**src/rtl/input_conditioner.sv**
```systemverilog
// input_conditioner: synchronises, debounces and edge-detects two buttons, decodes one-hot
// digit switches and produces a pseudo-random digit from an 8-bit LFSR.
module input_conditioner #(
    parameter int unsigned DEBOUNCE_CYCLES = 500000,
    parameter bit          BTN_ACTIVE_LOW  = 1'b1
) (
    input  logic       clk,
    input  logic       reset,
    input  logic       btn0_raw,
    input  logic       btn1_raw,
    input  logic [9:0] sw_raw,
    output logic       p0_pulse,
    output logic       p1_pulse,
    output logic [3:0] sw_val,
    output logic       sw_valid,
    output logic [3:0] lfsr_val
);
    localparam int unsigned     CW       = $clog2(DEBOUNCE_CYCLES + 1);
    localparam logic [CW-1:0]   CNT_LAST = CW'(DEBOUNCE_CYCLES - 1);
    localparam logic            REL      = BTN_ACTIVE_LOW;

    logic [1:0]    btn_s1, btn_s2, pressed, db_state, db_prev;
    logic [CW-1:0] cnt [2];
    logic [9:0]    sw_s1, sw_s2;
    logic [3:0]    sw_idx;
    logic          sw_one;
    logic [7:0]    lfsr;

    always_ff @(posedge clk or posedge reset) begin
        if (reset) begin
            btn_s1 <= {2{REL}};
            btn_s2 <= {2{REL}};
            sw_s1  <= '0;
            sw_s2  <= '0;
        end else begin
            btn_s1 <= {btn1_raw, btn0_raw};
            btn_s2 <= btn_s1;
            sw_s1  <= sw_raw;
            sw_s2  <= sw_s1;
        end
    end

    assign pressed = btn_s2 ^ {2{REL}};

    // Debounced state flips only after DEBOUNCE_CYCLES consecutive disagreeing samples.
    always_ff @(posedge clk or posedge reset) begin
        if (reset) begin
            db_state <= '0;
            db_prev  <= '0;
            cnt      <= '{default: '0};
            p0_pulse <= 1'b0;
            p1_pulse <= 1'b0;
        end else begin
            for (int i = 0; i < 2; i++) begin
                if (pressed[i] == db_state[i]) begin
                    cnt[i] <= '0;
                end else if (cnt[i] == CNT_LAST) begin
                    db_state[i] <= ~db_state[i];
                    cnt[i]      <= '0;
                end else begin
                    cnt[i] <= cnt[i] + CW'(1);
                end
            end
            db_prev  <= db_state;
            p0_pulse <= db_state[0] & ~db_prev[0];
            p1_pulse <= db_state[1] & ~db_prev[1];
        end
    end

    always_comb begin
        sw_idx = '0;
        for (int i = 0; i < 10; i++)
            if (sw_s2[i]) sw_idx = 4'(i);
    end

    assign sw_one = $onehot(sw_s2);

    always_ff @(posedge clk or posedge reset) begin
        if (reset) begin
            sw_val   <= '0;
            sw_valid <= 1'b0;
        end else begin
            sw_val   <= sw_one ? sw_idx : 4'd0;
            sw_valid <= sw_one;
        end
    end

    // Taps 8,6,5,4 give a maximal 255-state sequence that never reaches zero from a nonzero seed.
    always_ff @(posedge clk or posedge reset) begin
        if (reset) begin
            lfsr     <= 8'h01;
            lfsr_val <= 4'd1;
        end else begin
            lfsr     <= {lfsr[6:0], lfsr[7] ^ lfsr[5] ^ lfsr[4] ^ lfsr[3]};
            lfsr_val <= (lfsr[3:0] > 4'd9) ? lfsr[3:0] - 4'd6 : lfsr[3:0];
        end
    end
endmodule

```
**config.mk**
```make
export PLATFORM = sky130hd
export DESIGN_NAME = input_conditioner
export DESIGN_NICKNAME = d
export VERILOG_FILES = /design/src/rtl/input_conditioner.sv
export SDC_FILE = /design/constraint.sdc
export NUM_CORES = 1
export LEC_CHECK = 0
export BUFFER_PORTS_ARGS = -buffer_cell sky130_fd_sc_hd__buf_2
export CORE_ASPECT_RATIO = 0.8
export CORE_MARGIN = 10
export CORE_UTILIZATION = 55
export CTS_BUF_LIST = sky130_fd_sc_hd__clkbuf_8 sky130_fd_sc_hd__clkbuf_16
export CTS_CLUSTER_SIZE = 24
export DETAILED_ROUTE_END_ITERATION = 8
export PLACE_DENSITY = 0.74
export SKIP_CTS_REPAIR_TIMING = 1
export SYNTH_ARGS = -nofsm -noshare
export SYNTH_HDL_FRONTEND = slang
export SYNTH_SLANG_ARGS = --single-unit
```
**constraint.sdc**
```tcl
create_clock -name clk -period 8.1 [get_ports clk]
set_input_delay 1.62 -clock clk [delete_from_list [all_inputs] [get_ports clk]]
set_output_delay 1.62 -clock clk [all_outputs]
set_load 0.03 [all_outputs]
```
==> results.yml <==
synthesis:
  ys_ff_latch: 85
  ys.flop_type: "dfrtp_1"
  synthTopCellsByArea: "dfrtp_1, xnor2_1, dfstp_2, nor2_1, fa_1"
  syn_nets: 326
  syn_area_sq_um: 3502
  postSynthCellCount: 301
  async_reset_ff_frac: 1.000
  ys.warnings.count: 0
  syn_avg_cell_area_sq_um: 11.63
  synth_edf_count: 0
  synth_top_area_frac: 0.5645
  ys_types: 36
  yosysSeqAreaShare: 0.6095
  yosysTopAreaCell: "dfrtp_1"
floorplan:
  die_height_um: 91.37
  start_util: 0.5801
  dieArea_sq_um: 9979
  row_count: 25
  core_sq_um: 6037
  die_w_um: 109.2
  ios: 25
finish:
  utilization: 0.6468
  drive_gt1_frac: 0.1632
  n_antenna_cell: 0
  nFillCells: 471
  area_delta_synth_final_pct: 11.50
  finalNetCount: 357
  finalInstanceArea_sq_um: 3905
power_and_ir_drop:
  p_sw_frac: 0.2739
  pwr-share-comb: 0.089
  ir_drop_uv: 115.5
  power_density_nw_per_um2: 206.4
  p_switching_uw: 220.7
  internal_power_uw: 585.2
  pwr-share-clk: 0.358
  power_frac_seq: 0.553
  power.static_leakage_uw: 0.001756
route:
  vias: 2228
  dr.pass1.iters: 5
  wl_per_cell_um: 14.21
  viasPerCell: 5.330
  drt_iter0_drc: 83
  drc_errors: 0
  wl_mm: 5.941
  ant_nets: 0
critical_path:
  slowest_stage: "fa_1"
  cp_num_buf_inv: 3
  cp.required_ns: 8.34
  max_stage_delay_ns: 0.52
  cp_top_family: "adder cells"
  crit_fanout: 5
  critPathKind: "flip-flop to flip-flop"
  cp.arrival_ns: 3.93
  path_common_cell: "fa_1"
  startpoint_type: "flip-flop"
  path_cells: "fa_1 -> fa_1 -> inv_1 -> fa_1 -> inv_1 -> ha_1 -> inv_1 -> fa_1 -> a2111oi_0 -> a21o_1 -> nand3_1 -> nor4_1"
  worst_setup_path_end_kind: "flip-flop"
sta:
  finalCritPeriodShare: 0.4561
  period_needed_ns: 3.694
  tightestPinTransition_ns: 0.9998
  report.final.slew_viol_count: 0
  hold_viol_final: 0
  fmax_ghz: 0.2707
  rsz0062_at_grt: "false"
  setup_viol: 0
  maxSlewHeadroom: 0.3335
  worst_slack_ns: 4.406
  clock_skew_ns: 0.007907
  setup_tns_ns: 0
clock_tree:
  clk_pin_slew_worst_paths_ns: 0.09
  cts_tree: "built"
  cts_max_level: 3
  cts_root_buffer: "clkbuf_8"
  cts_max_path_buffers: 2
  numCtsBuffers: 9
  clock_latency_ns: 0.35
  cts.sinks: 85
global_routing:
  grt_pass1_wl_mm: 10.69
  antenna_found_initial: 0
  grt-ovfl-total: 0
  grt_pass1_vias: 2234
  grt_usage: 0.1317
  grt_max_degree: 86
hold_path:
  hp-class: "flip-flop to flip-flop"
place:
  dp_hpwl_mm: 4.056
  port_buffers: 24
  dpl_cell_area_sq_um: 3712
  gp_congestion: 0.8135
  preCtsSetupSlack_ns: 4.434
outcome:
  outcome: "completed"
flow_run:
  cap_violations: 0
## registers in the layout, summed over array words and instances, names as in the netlist
name / count
p0_pulse: 1
lfsr_val: 4
sw_val: 4
btn_s1: 2
lfsr: 8
db_prev: 2
sw_s1: 10
db_state: 2
sw_s2: 10
btn_s2: 2
sw_valid: 1
p1_pulse: 1
cnt: 38
## cell type report
type | instances | area (sq um) | area share
Tap cell | 81 | 101.3 | 0.02595
Sequential cell | 85 | 2135 | 0.5466
Multi-Input combinational cell | 187 | 1254 | 0.3210
Clock inverter | 7 | 68.82 | 0.01762
Inverter | 23 | 87.58 | 0.02243
Timing Repair Buffer | 26 | 135.1 | 0.03460
Clock buffer | 9 | 123.9 | 0.03172
## worst reg2reg max path: stages, from the launching register on
cell,delay (ns)
dfrtp_1,0.43
fa_1,0.52
fa_1,0.50
inv_1,0.05
fa_1,0.43
inv_1,0.07
ha_1,0.15
inv_1,0.06
fa_1,0.39
a2111oi_0,0.39
a21o_1,0.13
nand3_1,0.17
nor4_1,0.31
## per-stage QoR
stage	power [uW]	instances	hold slack, ns
3_3_place_gp	523.6	402	0.3322
2_1_floorplan	505.5	301	0.3312
4_1_cts	816.8	418	0.3574
5_1_grt	849.6	418	0.3657
3_5_place_dp	527.5	402	0.3362
6_report	805.9	418	0.3546
## Yosys cell counts (2+ instances only)
cell,n
dfrtp_1,79
nor2_1,37
inv_1,23
xnor2_1,19
nand3_1,14
a21oi_1,13
nand2_1,12
xor2_1,11
nand4_1,9
nor3_1,8
nor4_1,7
dfstp_2,6
fa_1,6
ha_1,5
o31ai_1,5
or4_1,5
buf_2,4
o21ai_0,4
or3_1,4
and2_1,3
and3_1,3
and4_1,3
mux2i_1,3
nor4b_1,3
clkbuf_1,2
o21a_1,2
or2_2,2
## logic make-up after synthesis
kind of cell | synth area share
AOI/OAI and AO/OA | 0.05216
buffers and inverters | 0.03251
and+or+nand+nor | 0.1701
muxes | 0.008575
adders and majority gates | 0.05216
DFF | 0.6095
xor gates and xnor gates | 0.07503
## layout by cell type (no fill, tap or decap), types with 11 or more instances in the layout
| cell | n |
|---|---|
| nor2_1 | 37 |
| xor2_1 | 11 |
| xnor2_1 | 19 |
| nand3_1 | 14 |
| a21oi_1 | 13 |
| inv_1 | 22 |
| nand2_1 | 12 |
| buf_2 | 24 |
| dfrtp_1 | 79 |
## metal layers
metal  routed length, um  part of all wire  vias up  global-route usage
met1                2752              0.46     1084              0.1674
met5                   0                 0        -                   0
met2                2835              0.48       43              0.2076
met3                 286             0.048       11             0.04873
li1                    -                 -     1090                   -
met4                  67             0.011        0             0.03355
## final timing paths
check	start	end	slack (ns)	cells past startpoint
max	sw_s2[5]	sw_val[2]	4.41	12
min	sw_s1[9]	sw_s2[9]	0.35	0
max reg2reg	sw_s2[5]	sw_val[2]	4.41	12
min reg2reg	sw_s1[9]	sw_s2[9]	0.35	0
max in group asynchronous	reset	cnt[33]	5.90	3
min in group asynchronous	reset	lfsr_val[1]	1.57	3
## power groups by stage
stage / Sequential (uW) / Combinational [uW] / Clock (uW)
after floorplan: 465 / 40.7 / 0
after global placement: 454 / 69.8 / 0
after detailed placement: 454 / 73.4 / 0
after CTS: 446 / 73.4 / 297
after global routing: 448 / 84.0 / 317
final: 446 / 71.5 / 288
Power figures use the tool's default switching activity.
